**src/rtl/vga_pkg.sv**
```systemverilog
// Shared constants for the VGA framebuffer path: FSM encodings, 640x480@60 timing
// and the default scanline fetch length in 32-pixel words.
package vga_pkg;

    localparam logic [1:0] ST_IDLE  = 2'd0;
    localparam logic [1:0] ST_FETCH = 2'd1;
    localparam logic [1:0] ST_DRAIN = 2'd2;

    localparam int unsigned H_VISIBLE = 640;
    localparam int unsigned H_FRONT   = 16;
    localparam int unsigned H_SYNC    = 96;
    localparam int unsigned H_BACK    = 48;
    localparam int unsigned H_TOTAL   = 800;

    localparam int unsigned V_VISIBLE = 480;
    localparam int unsigned V_FRONT   = 10;
    localparam int unsigned V_SYNC    = 2;
    localparam int unsigned V_BACK    = 33;
    localparam int unsigned V_TOTAL   = 525;

    localparam int unsigned WORDS_PER_LINE_DEF = H_VISIBLE / 32;

endpackage

```
**src/rtl/vga_line_addr_gen.sv**
```systemverilog
// Scanline fetch address generator: holds the line base address and word index,
// and produces the RAM read address and the last-word flag.
module vga_line_addr_gen #(
    parameter int unsigned AW             = 15,
    parameter int unsigned WORDS_PER_LINE = 20,
    parameter int unsigned LBW            = 5
) (
    input  logic           clk_25,
    input  logic           rst_n,
    input  logic           load,
    input  logic [9:0]     line,
    input  logic           advance,
    output logic [AW-1:0]  mem_addr,
    output logic [LBW-1:0] word_idx,
    output logic           last_word
);

    logic [AW-1:0]  line_base_q, line_base_d;
    logic [LBW-1:0] word_idx_q,  word_idx_d;

    // A restart wins over an advance issued in the same cycle.
    always_comb begin
        line_base_d = line_base_q;
        word_idx_d  = word_idx_q;
        if (load) begin
            line_base_d = AW'({22'd0, line} * WORDS_PER_LINE);
            word_idx_d  = '0;
        end else if (advance) begin
            word_idx_d  = word_idx_q + LBW'(1);
        end
    end

    always_ff @(posedge clk_25 or negedge rst_n) begin
        if (!rst_n) begin
            line_base_q <= '0;
            word_idx_q  <= '0;
        end else begin
            line_base_q <= line_base_d;
            word_idx_q  <= word_idx_d;
        end
    end

    assign mem_addr  = line_base_q + AW'(word_idx_q);
    assign word_idx  = word_idx_q;
    assign last_word = (word_idx_q == LBW'(WORDS_PER_LINE - 1));

endmodule

```
**src/rtl/vga_fb_arbiter.sv**
```systemverilog
// Framebuffer RAM arbiter: scanline prefetch has priority over a valid/ready pixel
// writer, with a burst guard that hands a waiting writer one slot every MAX_BURST reads.
import vga_pkg::*;

module vga_fb_arbiter #(
    parameter int unsigned AW             = 15,
    parameter int unsigned DW             = 32,
    parameter int unsigned WORDS_PER_LINE = WORDS_PER_LINE_DEF,
    parameter int unsigned LINES          = 480,
    parameter int unsigned MAX_BURST      = 4,
    parameter int unsigned LBW            = 5
) (
    input  logic           clk_25,
    input  logic           rst_n,
    input  logic           fetch_start,
    input  logic [9:0]     fetch_line,
    input  logic           wr_valid,
    output logic           wr_ready,
    input  logic [AW-1:0]  wr_addr,
    input  logic [DW-1:0]  wr_data,
    output logic           mem_en,
    output logic           mem_we,
    output logic [AW-1:0]  mem_addr,
    output logic [DW-1:0]  mem_wdata,
    input  logic [DW-1:0]  mem_rdata,
    output logic           lb_we,
    output logic [LBW-1:0] lb_addr,
    output logic [DW-1:0]  lb_wdata,
    output logic           fetch_busy,
    output logic           fetch_overrun
);

    localparam int unsigned    BCW       = 8;
    localparam logic [BCW-1:0] BURST_LIM = BCW'(MAX_BURST);

    logic [1:0]     state_q,     state_d;
    logic [BCW-1:0] burst_cnt_q, burst_cnt_d;
    logic           rd_pend_q,   rd_pend_d;
    logic [LBW-1:0] rd_idx_q,    rd_idx_d;
    logic           overrun_q,   overrun_d;

    logic           start_ok;
    logic           burst_hit;
    logic           wr_grant;
    logic           fetch_grant;
    logic           last_word;
    logic [AW-1:0]  fetch_addr;
    logic [LBW-1:0] word_idx;

    assign start_ok    = fetch_start && ({22'd0, fetch_line} < LINES);
    assign burst_hit   = (MAX_BURST != 0) && (burst_cnt_q == BURST_LIM) && wr_valid;
    // Grants are gated by rst_n so the RAM sees no access while reset is held.
    assign wr_ready    = rst_n && ((state_q != ST_FETCH) || burst_hit);
    assign wr_grant    = wr_ready && wr_valid;
    assign fetch_grant = rst_n && (state_q == ST_FETCH) && !wr_ready;

    assign mem_en        = wr_grant || fetch_grant;
    assign mem_we        = wr_grant;
    assign mem_addr      = wr_grant ? wr_addr : fetch_addr;
    assign mem_wdata     = wr_data;
    assign lb_we         = rd_pend_q;
    assign lb_addr       = rd_idx_q;
    assign lb_wdata      = mem_rdata;
    assign fetch_busy    = (state_q != ST_IDLE);
    assign fetch_overrun = overrun_q;

    vga_line_addr_gen #(
        .AW             (AW),
        .WORDS_PER_LINE (WORDS_PER_LINE),
        .LBW            (LBW)
    ) u_addr_gen (
        .clk_25    (clk_25),
        .rst_n     (rst_n),
        .load      (start_ok),
        .line      (fetch_line),
        .advance   (fetch_grant),
        .mem_addr  (fetch_addr),
        .word_idx  (word_idx),
        .last_word (last_word)
    );

    always_comb begin
        state_d = state_q;
        case (state_q)
            ST_IDLE:  if (start_ok) state_d = ST_FETCH;
            ST_FETCH: begin
                if (start_ok)                      state_d = ST_FETCH;
                else if (fetch_grant && last_word) state_d = ST_DRAIN;
            end
            ST_DRAIN: state_d = start_ok ? ST_FETCH : ST_IDLE;
            default:  state_d = ST_IDLE;
        endcase

        overrun_d = start_ok && (state_q != ST_IDLE);

        burst_cnt_d = burst_cnt_q;
        if (!wr_valid || wr_grant)
            burst_cnt_d = '0;
        else if (fetch_grant && (burst_cnt_q != '1))
            burst_cnt_d = burst_cnt_q + BCW'(1);

        rd_pend_d = fetch_grant;
        rd_idx_d  = fetch_grant ? word_idx : rd_idx_q;
    end

    always_ff @(posedge clk_25 or negedge rst_n) begin
        if (!rst_n) begin
            state_q     <= ST_IDLE;
            burst_cnt_q <= '0;
            rd_pend_q   <= 1'b0;
            rd_idx_q    <= '0;
            overrun_q   <= 1'b0;
        end else begin
            state_q     <= state_d;
            burst_cnt_q <= burst_cnt_d;
            rd_pend_q   <= rd_pend_d;
            rd_idx_q    <= rd_idx_d;
            overrun_q   <= overrun_d;
        end
    end

endmodule
```
**config.mk**
```make
export PLATFORM = sky130hd
export DESIGN_NAME = vga_fb_arbiter
export DESIGN_NICKNAME = d
export VERILOG_FILES = /design/src/rtl/vga_pkg.sv /design/src/rtl/vga_line_addr_gen.sv /design/src/rtl/vga_fb_arbiter.sv
export SDC_FILE = /design/constraint.sdc
export NUM_CORES = 1
export LEC_CHECK = 0
export CORE_MARGIN = 2
export CORE_UTILIZATION = 38
export DETAILED_ROUTE_END_ITERATION = 12
export PLACE_DENSITY = 0.81
export SYNTH_ARGS = -nofsm -noshare
export SYNTH_HDL_FRONTEND = slang
export SYNTH_HIERARCHICAL = 1
export SYNTH_SLANG_ARGS = --single-unit
```
**constraint.sdc**
```tcl
create_clock -name clk_25 -period 2.7 [get_ports clk_25]
set_input_delay 0.54 -clock clk_25 [delete_from_list [all_inputs] [get_ports clk_25]]
set_output_delay 0.54 -clock clk_25 [all_outputs]
set_load 0.01 [all_outputs]
```
==> results.md <==
- Clock transition time at the flip-flop clock pins of the worst setup and hold paths: 70 ps
- Power density over the cells: 547 nW/um^2
- First-pass iteration count of the detailed router: 4
- Worst Setup Start Kind: register
- Cell type group with the largest total delay on the critical path: simple AND/OR/NAND/NOR gates
- Detailed router's first-iteration violation count: 116
- Most frequently used flop master after synthesis: sky130_fd_sc_hd__dfrtp_1
- Post-synthesis instance total: 323
- Internal power: 1.34 mW
- Final worst-path cycle share: 98.6%
- Layout overhead on the synthesized area: 17.4%
- Clock network power share: 20.0%
- Worst Hold Slack: 74.1 ps
- Share of the core filled with cells: 46.3%
- Routed len/inst: 14.7 um
- Cell types with the largest area share after synthesis: sky130_fd_sc_hd__dfrtp_1, sky130_fd_sc_hd__buf_4, sky130_fd_sc_hd__ha_1
- NumNets Final: 460
- X dimension of the die: 93.8 um
- Die Area: 8800 um^2
- Cell-by-cell listing of the critical path: or4b_4 > o21ai_2 > nand3_2 > clkinv_4 > buf_12 > mux2_4 > buf_6
- Post-route standard cell area excluding fillers: 3600 um^2
- Reported net switching power: 0.630 mW
- TNS Setup: 0 ps
- Vertical extent of the die: 93.8 um
- Stage delay of the slowest cell on the critical path: 550 ps
- Number of sinks on the clock net: 35
- Leakage power total: 1.64 nW
- Most instantiated cells after synthesis: sky130_fd_sc_hd__buf_4, sky130_fd_sc_hd__dfrtp_1, sky130_fd_sc_hd__nand2_1, sky130_fd_sc_hd__ha_1, sky130_fd_sc_hd__nor2_1
- Number of remaining DRC errors: 0
- Reg power frac: 35.8%
- Initial core utilization: 39.4%
- Cell area reported after detailed placement: 3410 um^2
- Overall via count from detail_route: 2269
- Post-Route Skew: 13.6 ps
- Most frequently used cell type in the post-synthesis netlist: sky130_fd_sc_hd__buf_4
- # fillers: 714
- Warnings, synthesis: 6
- Total track usage: 15.4%
- CP max stage cell: sky130_fd_sc_hd__or4b_4
- Crit path required time: 2160 ps
- Antenna violations before repair: 0
- Clock network latency to the later pin of the worst-skew pair: 280 ps
- Placed wire-length estimate: 5170 um
- Unrepaired setup endpoints after global routing: true
- Transition time of the tightest slew-check pin: 425 ps
- Seq. cell area: 876 um^2
- Antenna diode count: 0
- Maximum resistive drop on vdd: 0.000203 V
- Share of post-route cells with drive strength above 1: 27.9%
- Ports placed on the boundary: 183
- Sequential area share after synthesis: 28.6%
- Switching share of power: 32.0%
- Hold crit path type: in -> async
- Part of the power in combinational logic: 44.2%
- FP Rows: 32
- Critical Path Sink Type: primary output
- Clock Tree Buf Depth: 2
- Area of the core region: 7770 um^2
- Area of the mapped netlist: 3060 um^2
- Inserted Clock Buffers: 5
- Cell type contributing the most total cell area after synthesis: sky130_fd_sc_hd__dfrtp_1
- Remaining global-route overflow: 0
- Clock tree root driver cell: sky130_fd_sc_hd__clkbuf_8
- Fraction of synthesized cell area taken by the top area cell type: 28.6%
- Min Tclk post-route: 2660 ps
- Number of max-slew violations in the final report: 0
- Run status: finished, final reports clean
- Count of unique library cells instantiated by Yosys: 57
- Routability congestion estimate: 0.887
- Fmax: 375 MHz
- Slew Limit Headroom: 71.5%
- H-tree depth: 2
- Largest net degree at the start of global routing: 18
- Number of global-route vias before repair: 2346
- Average via count per standard cell: 5.09
- Total of buffers placed on input and output ports: 54
- Data arrival time of the critical path: 2120 ps
- Maximum fanout encountered on the critical timing path: 8
- Hold_buf cts: 0
- WP buf/inv: 3
- Multi-input combinational cell area: 1640 um^2
- Finish-stage setup viols: 0
- Clock tree from TritonCTS: built
- Count of final hold-check violations: 0
- Share of synthesized registers carrying an async set or reset: 100%
- Average cell area after synthesis: 9.49 um^2
- Number of nets with antenna violations after routing: 0
- Post-synthesis sequential element count: 35
- Wire length of the first global-routing pass: 11100 um
- Number of enable-type register cells in the synthesized netlist: 0
- Max-capacitance violation count: 0
- Net count after synthesis: 440
- Routed wire length: 6570 um
- Category of the most critical setup path: reg -> out
[path summary, 6_finish.rpt]
path	start	to	slack [ps]	cells past startpoint
max reg2reg	burst_cnt_q[1]	u_addr_gen/word_idx[3]	620	11
min in group clk_25	lb_addr[0]	lb_addr[0]	470	2
min	rst_n	burst_cnt_q[7]	70	1
max in group asynchronous	rst_n	burst_cnt_q[3]	2170	2
max	burst_cnt_q[5]	mem_addr[11]	40	7
min reg2reg	lb_addr[0]	lb_addr[0]	470	2
[worst register-to-register path, delay by kind of cell, from the launching register on]
kind / cells / cell delay [ps]
buffers and inverters: 5 / 740
flip-flops: 1 / 400
AND/OR/NAND/NOR: 3 / 370
adder cells (fa/ha/maj): 1 / 160
XOR/XNOR: 1 / 160
AO/OA/AOI/OAI: 1 / 140
[logic make-up (layout without fill, tap and decap cells)]
family	count (synthesis)	in the layout	share of synthesized area (%)
AO/OA/AOI/OAI	44	44	10.1
buffers and inverters	85	106	19.3
adder cells (fa/ha/maj)	24	24	10.3
XOR/XNOR	20	20	5.72
multiplexers	25	25	10.4
AND/OR/NAND/NOR	90	90	15.7
flip-flops	35	35	28.6
[timing repair]
action | CTS | global route
pin swaps | 4 | 3
resized for setup | 66 | 24
endpoints found under the setup margin | 17 | 17
setup buffers | 2 | 3
[registers in the layout (all words and copies together), names as in the netlist]
signal                  cells
burst_cnt_q                 8
fetch_overrun               1
lb_we                       1
u_addr_gen/line_base_q     13
u_addr_gen/word_idx         5
state_q                     2
lb_addr                     5
[metrics by stage]
stage               power (mW)  std cells  setup slack, ps
global placement          1.51        433             -330
global route              2.09        446            -30.6
floorplan                 1.25        323              359
CTS                       1.88        443            -61.1
finish                    1.97        446             36.8
detailed placement        1.54        433             -385
[metal layers]
layer  wire length, um  GRT usage (%)
met1              2840           19.6
met2              3160           25.3
met3               426           3.77
met4               140           5.80
met5                 0              0
[cell usage in the layout, fill, tap and decap left out, types with 3 or more instances in the layout]
master,count
sky130_fd_sc_hd__dfrtp_1,35
sky130_fd_sc_hd__clkdlybuf4s50_1,35
sky130_fd_sc_hd__buf_4,28
sky130_fd_sc_hd__nand2_1,26
sky130_fd_sc_hd__ha_1,21
sky130_fd_sc_hd__mux2_4,16
sky130_fd_sc_hd__nor2_1,14
sky130_fd_sc_hd__buf_6,13
sky130_fd_sc_hd__inv_1,11
sky130_fd_sc_hd__a21oi_1,11
sky130_fd_sc_hd__xnor2_1,11
sky130_fd_sc_hd__nand3_1,10
sky130_fd_sc_hd__xor2_1,9
sky130_fd_sc_hd__mux2_2,8
sky130_fd_sc_hd__nor3_1,6
sky130_fd_sc_hd__clkbuf_8,6
sky130_fd_sc_hd__nand4_1,5
sky130_fd_sc_hd__o21ai_0,5
sky130_fd_sc_hd__nand3b_1,4
sky130_fd_sc_hd__buf_2,4
sky130_fd_sc_hd__nor2b_1,3
sky130_fd_sc_hd__o211ai_1,3
sky130_fd_sc_hd__and3_1,3
sky130_fd_sc_hd__a211oi_1,3
sky130_fd_sc_hd__a21oi_2,3
sky130_fd_sc_hd__a21o_1,3
sky130_fd_sc_hd__nand2b_1,3
[final cells by class]
type                            instances  area share [%]
Clock buffer                            7            2.40
Clock inverter                          1           0.243
Inverter                               13            1.50
Multi-Input combinational cell        203            45.7
Sequential cell                        35            24.3
Tap cell                              102            3.55
Timing Repair Buffer                   85            22.3
[power groups by stage]
stage                     logic, mW  clock network, mW  registers (mW)
after CTS                     0.774              0.407           0.703
after floorplan               0.543                  0           0.712
final                         0.871              0.394           0.704
after detailed placement      0.820                  0           0.716
after global placement        0.798                  0           0.708
after global routing          0.944              0.431           0.717
No activity file was read; power rests on OpenSTA's default activity.
